===== config.mk =====
export PLATFORM = sky130hd
export DESIGN_NAME = sfifo_gen
export DESIGN_NICKNAME = d
export VERILOG_FILES = /design/src/rtl/sfifo_gen.sv
export SDC_FILE = /design/constraint.sdc
export NUM_CORES = 2
export LEC_CHECK = 0
export CAP_MARGIN = 20
export CORE_MARGIN = 10
export CORE_UTILIZATION = 35
export CTS_CLUSTER_DIAMETER = 30
export CTS_CLUSTER_SIZE = 20
export DETAILED_ROUTE_END_ITERATION = 7
export SLEW_MARGIN = 20
export SYNTH_ARGS = -nofsm -noshare
export SYNTH_HDL_FRONTEND = slang
export SYNTH_SLANG_ARGS = --single-unit

===== constraint.sdc =====
create_clock -name clk -period 5.1 [get_ports clk]
set_clock_uncertainty 0.05 [all_clocks]
set_input_delay 1.53 -clock clk [delete_from_list [all_inputs] [get_ports clk]]
set_output_delay 1.53 -clock clk [all_outputs]
set_load 0.02 [all_outputs]

===== src/rtl/sfifo_gen.sv =====
// Synchronous single-clock FIFO with standard and first-word-fall-through read modes.
// Registered status flags, threshold flags and sticky overflow/underflow.
module sfifo_gen #(
    parameter int DATA_WIDTH    = 18,
    parameter int ADDRESS_WIDTH = 7,
    parameter bit FWFT          = 1'b0,
    parameter int AFULL_THRESH  = (1 << ADDRESS_WIDTH) - 4,
    parameter int AEMPTY_THRESH = 4
) (
    input  logic                     clk,
    input  logic                     rst_n,
    input  logic [DATA_WIDTH-1:0]    din,
    input  logic                     wr_en,
    input  logic                     rd_en,
    output logic [DATA_WIDTH-1:0]    dout,
    output logic                     full,
    output logic                     empty,
    output logic                     almost_full,
    output logic                     almost_empty,
    output logic [ADDRESS_WIDTH:0]   count,
    output logic                     overflow,
    output logic                     underflow,
    input  logic                     clr_err
);

    localparam int DEPTH = 1 << ADDRESS_WIDTH;

    typedef logic [ADDRESS_WIDTH:0]   cnt_t;
    typedef logic [ADDRESS_WIDTH-1:0] ptr_t;

    localparam cnt_t DEPTH_C = cnt_t'(DEPTH);
    localparam cnt_t AF_C    = cnt_t'(AFULL_THRESH);
    localparam cnt_t AE_C    = cnt_t'(AEMPTY_THRESH);

    logic [DATA_WIDTH-1:0] mem [DEPTH];
    ptr_t wptr;
    ptr_t rptr;
    cnt_t cnt_nxt;
    logic wr_ok;
    logic rd_ok;

    assign wr_ok = wr_en & ~full;
    assign rd_ok = rd_en & ~empty;

    // Occupancy after this edge; a simultaneous read and write cancel out.
    always_comb begin
        cnt_nxt = count;
        if (wr_ok && !rd_ok) cnt_nxt = count + cnt_t'(1);
        if (rd_ok && !wr_ok) cnt_nxt = count - cnt_t'(1);
    end

    // Storage array; contents are not reset, only written on accepted writes.
    always_ff @(posedge clk) begin
        if (rst_n && wr_ok) mem[wptr] <= din;
    end

    // Pointers, occupancy, derived flags and sticky error flags.
    always_ff @(posedge clk) begin
        if (!rst_n) begin
            wptr         <= '0;
            rptr         <= '0;
            count        <= '0;
            full         <= 1'b0;
            almost_full  <= 1'b0;
            almost_empty <= 1'b1;
            overflow     <= 1'b0;
            underflow    <= 1'b0;
        end else begin
            if (wr_ok) wptr <= wptr + ptr_t'(1);
            if (rd_ok) rptr <= rptr + ptr_t'(1);
            count        <= cnt_nxt;
            full         <= (cnt_nxt == DEPTH_C);
            almost_full  <= (cnt_nxt >= AF_C);
            almost_empty <= (cnt_nxt <= AE_C);
            overflow     <= (overflow & ~clr_err) | (wr_en & full);
            underflow    <= (underflow & ~clr_err) | (rd_en & empty);
        end
    end

    if (FWFT) begin : g_fwft
        ptr_t rptr_inc;
        assign rptr_inc = rptr + ptr_t'(1);

        // Head word stays in memory until popped; dout mirrors it once
        // presented, and empty means no word is currently presented.
        always_ff @(posedge clk) begin
            if (!rst_n) begin
                dout  <= '0;
                empty <= 1'b1;
            end else if (rd_ok) begin
                if (count > cnt_t'(1)) begin
                    dout  <= mem[rptr_inc];
                    empty <= 1'b0;
                end else begin
                    empty <= 1'b1;
                end
            end else if (empty && count != cnt_t'(0)) begin
                dout  <= mem[rptr];
                empty <= 1'b0;
            end
        end
    end else begin : g_std
        // Registered read data on accepted reads; empty tracks occupancy.
        always_ff @(posedge clk) begin
            if (!rst_n) begin
                dout  <= '0;
                empty <= 1'b1;
            end else begin
                empty <= (cnt_nxt == cnt_t'(0));
                if (rd_ok) dout <= mem[rptr];
            end
        end
    end

endmodule

==> results_dict.tcl <==
set metrics [dict create \
    slew_violations 0 \
    power_leakage_nw 34.7 \
    ctsResizeCount 0 \
    port_buffers 54 \
    path_buf_inv 2 \
    fin_tns_setup_ps 0 \
    final_common_cell "edfxtp_1" \
    grtUsageMet2 0.281 \
    final_util 0.436 \
    cpLargestDelayFamily "flip-flops" \
    yosysWarnings 0 \
    synth_cell_type_count 64 \
    synthFlopType "edfxtp_1" \
    met3_usage 0.0434 \
    hold_buffers 0 \
    ys_async_sr_fraction 0 \
    cpPeakStageDelay_ps 980 \
    drt_iter0_drc 5764 \
    worstPathCellList "buf_4 > mux4_2 > a221oi_1 > a221oi_1 > buf_4 > nor4_1 > a211oi_1" \
    grt_pass1_wl_mm 361 \
    crit_type "reg -> reg" \
    powerDensity_nw_per_um2 482 \
    synth_nets 4247 \
    syn_avg_cell_area_sq_um 21.5 \
    fin_ws_ps 573 \
    gpl.final_weighted_congestion 0.845 \
    busiest_layer "met2" \
    layout_common_cells "2304 x edfxtp_1, 511 x mux4_2, 457 x clkbuf_16, 279 x mux2i_1, 269 x buf_4" \
    nets 4806 \
    grt_setup_unrepaired "no" \
    drv_cap 0 \
    maxSlewHeadroom 0.162 \
    fmax_mhz 221 \
    total_power_mw 54.2 \
    cts_buffers 453 \
    fin_crit_sh 0.888 \
    worstPathArrival_ps 5260 \
    ys_seq_area_frac 0.772 \
    grt_use_total 0.178 \
    hp-class "reg -> reg" \
    hold_violations 0 \
    globalRouteMet1Util 0.240 \
    cp.required_ps 5840 \
    drive_gt1_frac 0.335 \
    cts.sinks 2350 \
    nFillCells 21500 \
    cts_root_buf "clkbuf_16" \
    grt_max_degree 129 \
    clk_latency_ps 980 \
    syn_inst 4220 \
    die_area_sq_um 280000 \
    area_delta_synth_final_pct 23.8 \
    ioPinCount 55 \
    firstDrtPassIters 6 \
    cts.path.max_buffers 4 \
    vias_per_cell 5.48 \
    antenna_left 0 \
    max_slew.worst_pin.slew_ps 1250 \
    synth-edff-count 2304 \
    drc_errors 0 \
    critPathLaunchType "register" \
    clk_pin_slew_ps 50 \
    ir_drop_uv 377 \
    wirelength_mm 255 \
    coreArea_sq_um 258000 \
    syn-cell-area_sq_um 90800 \
    crit_path_end_kind "register" \
    place_hpwl_mm 156 \
    first_global_vias 47600 \
    antenna_found_initial 13 \
    row_count 186 \
    vias 46800 \
    ys_ff_latch 2350 \
    outcome "completed" \
    whs_ps 472 \
    cts_max_level 5 \
    slowest_stage "dfxtp_4" \
    grt_overflow 0 \
    wl_per_cell_microns 29.8 \
    finalCriticalPeriod_ps 4530 \
    pre_cts_ws_ps -85.0 \
    path_max_fanout 32 \
    die_height_microns 529 \
    cts_setup_buffers 0 \
    die_w_microns 529 \
    initial_core_util 0.353 \
    finalSetupViolations 0 \
    cts_tree "done" \
]
per-layer routing:
layer / vias up / part of all wire
met5: - / 0.00024
met4: 10 / 0.036
met3: 507 / 0.093
met2: 2369 / 0.47
met1: 24800 / 0.40
li1: 19000 / -
sequential cells by signal (all words and copies together), names as in the netlist, 7 cells and up:
name,count
count,8
mem,2304
dout,18
wptr,7
rptr,7
power by group:
part / total, mW / leakage [nW] / internal [mW] / switching (mW)
Clock: 29.3 / 7.26 / 19.5 / 9.80
Combinational: 3.47 / 6.38 / 1.44 / 2.03
Sequential: 21.5 / 21.1 / 21.3 / 0.149
Total: 54.2 / 34.7 / 42.2 / 12.0
cell families (layout without fill, tap and decap cells):
kind of cell,after synthesis,count (layout),synth area share
DFF,2350,2350,0.772
muxes,807,807,0.160
and+or+nand+nor,430,430,0.0220
AOI/OAI and AO/OA,363,363,0.0279
buffers and inverters,251,1177,0.0166
xor gates and xnor gates,15,15,0.00145
adders and majority gates,4,4,0.000551
other,0,6,0
synth_stat cells (4+ instances only):
cell,instances,area share
nor4_1,14,0.00096
a31oi_1,9,0.00062
nor2b_1,21,0.0014
o211ai_1,29,0.0024
and2_1,21,0.0014
a211oi_1,40,0.0033
a2111oi_0,15,0.0014
a22o_1,8,0.00077
inv_1,5,0.00021
ha_1,4,0.00055
nor3_1,11,0.00061
mux2i_1,279,0.031
o221ai_1,5,0.00048
buf_6,26,0.0032
nor2_1,171,0.0071
buf_4,67,0.0055
edfxtp_1,2304,0.76
nand4_1,7,0.00048
dfxtp_1,46,0.010
mux2_2,17,0.0021
xnor2_1,12,0.0012
o22ai_1,60,0.0041
mux4_2,511,0.13
nand3b_1,8,0.00066
or3_1,5,0.00034
a221o_1,5,0.00055
nand3_1,35,0.0019
and3_1,7,0.00048
buf_1,9,0.00037
a211o_1,5,0.00048
nand2_1,98,0.0041
or2_2,6,0.00041
o21ai_0,38,0.0021
a21oi_1,45,0.0025
a21boi_0,6,0.00050
a22oi_1,54,0.0045
a221oi_1,24,0.0023
clkbuf_1,69,0.0029
nand2b_1,14,0.00096
buf_2,72,0.0040
final cells by class:
| class | count | area [sq um] | share of cell area |
|---|---|---|---|
| Antenna cell | 6 | 15.0 | 0.000134 |
| Clock buffer | 497 | 11600 | 0.103 |
| Clock inverter | 325 | 3560 | 0.0316 |
| Inverter | 6 | 22.5 | 0.000200 |
| Multi-Input combinational cell | 1619 | 19600 | 0.174 |
| Sequential cell | 2350 | 70100 | 0.624 |
| Tap cell | 3384 | 4230 | 0.0377 |
| Timing Repair Buffer | 349 | 3260 | 0.0290 |
worst paths after layout:
| check | from | to | slack (ps) | depth (start not counted) |
|---|---|---|---|---|
| worst max-delay path | rptr[0] | dout[2] | 570 | 7 |
| worst min-delay path | overflow | overflow | 470 | 2 |
| worst max register to register | rptr[0] | dout[2] | 570 | 7 |
| worst min register to register | overflow | overflow | 470 | 2 |
per-stage QoR:
stage,std cells,cell area (sq um)
finish,8536,112000
global route,8532,112000
CTS,8530,112000
detailed placement,7708,97200
global placement,7708,97200
floorplan,4220,90800
worst min-delay path, stage by stage, from the launching register on:
cell	delay, ps
dfxtp_1	320
a22oi_1	60
nor2b_1	100
Power figures use the tool's default switching activity.
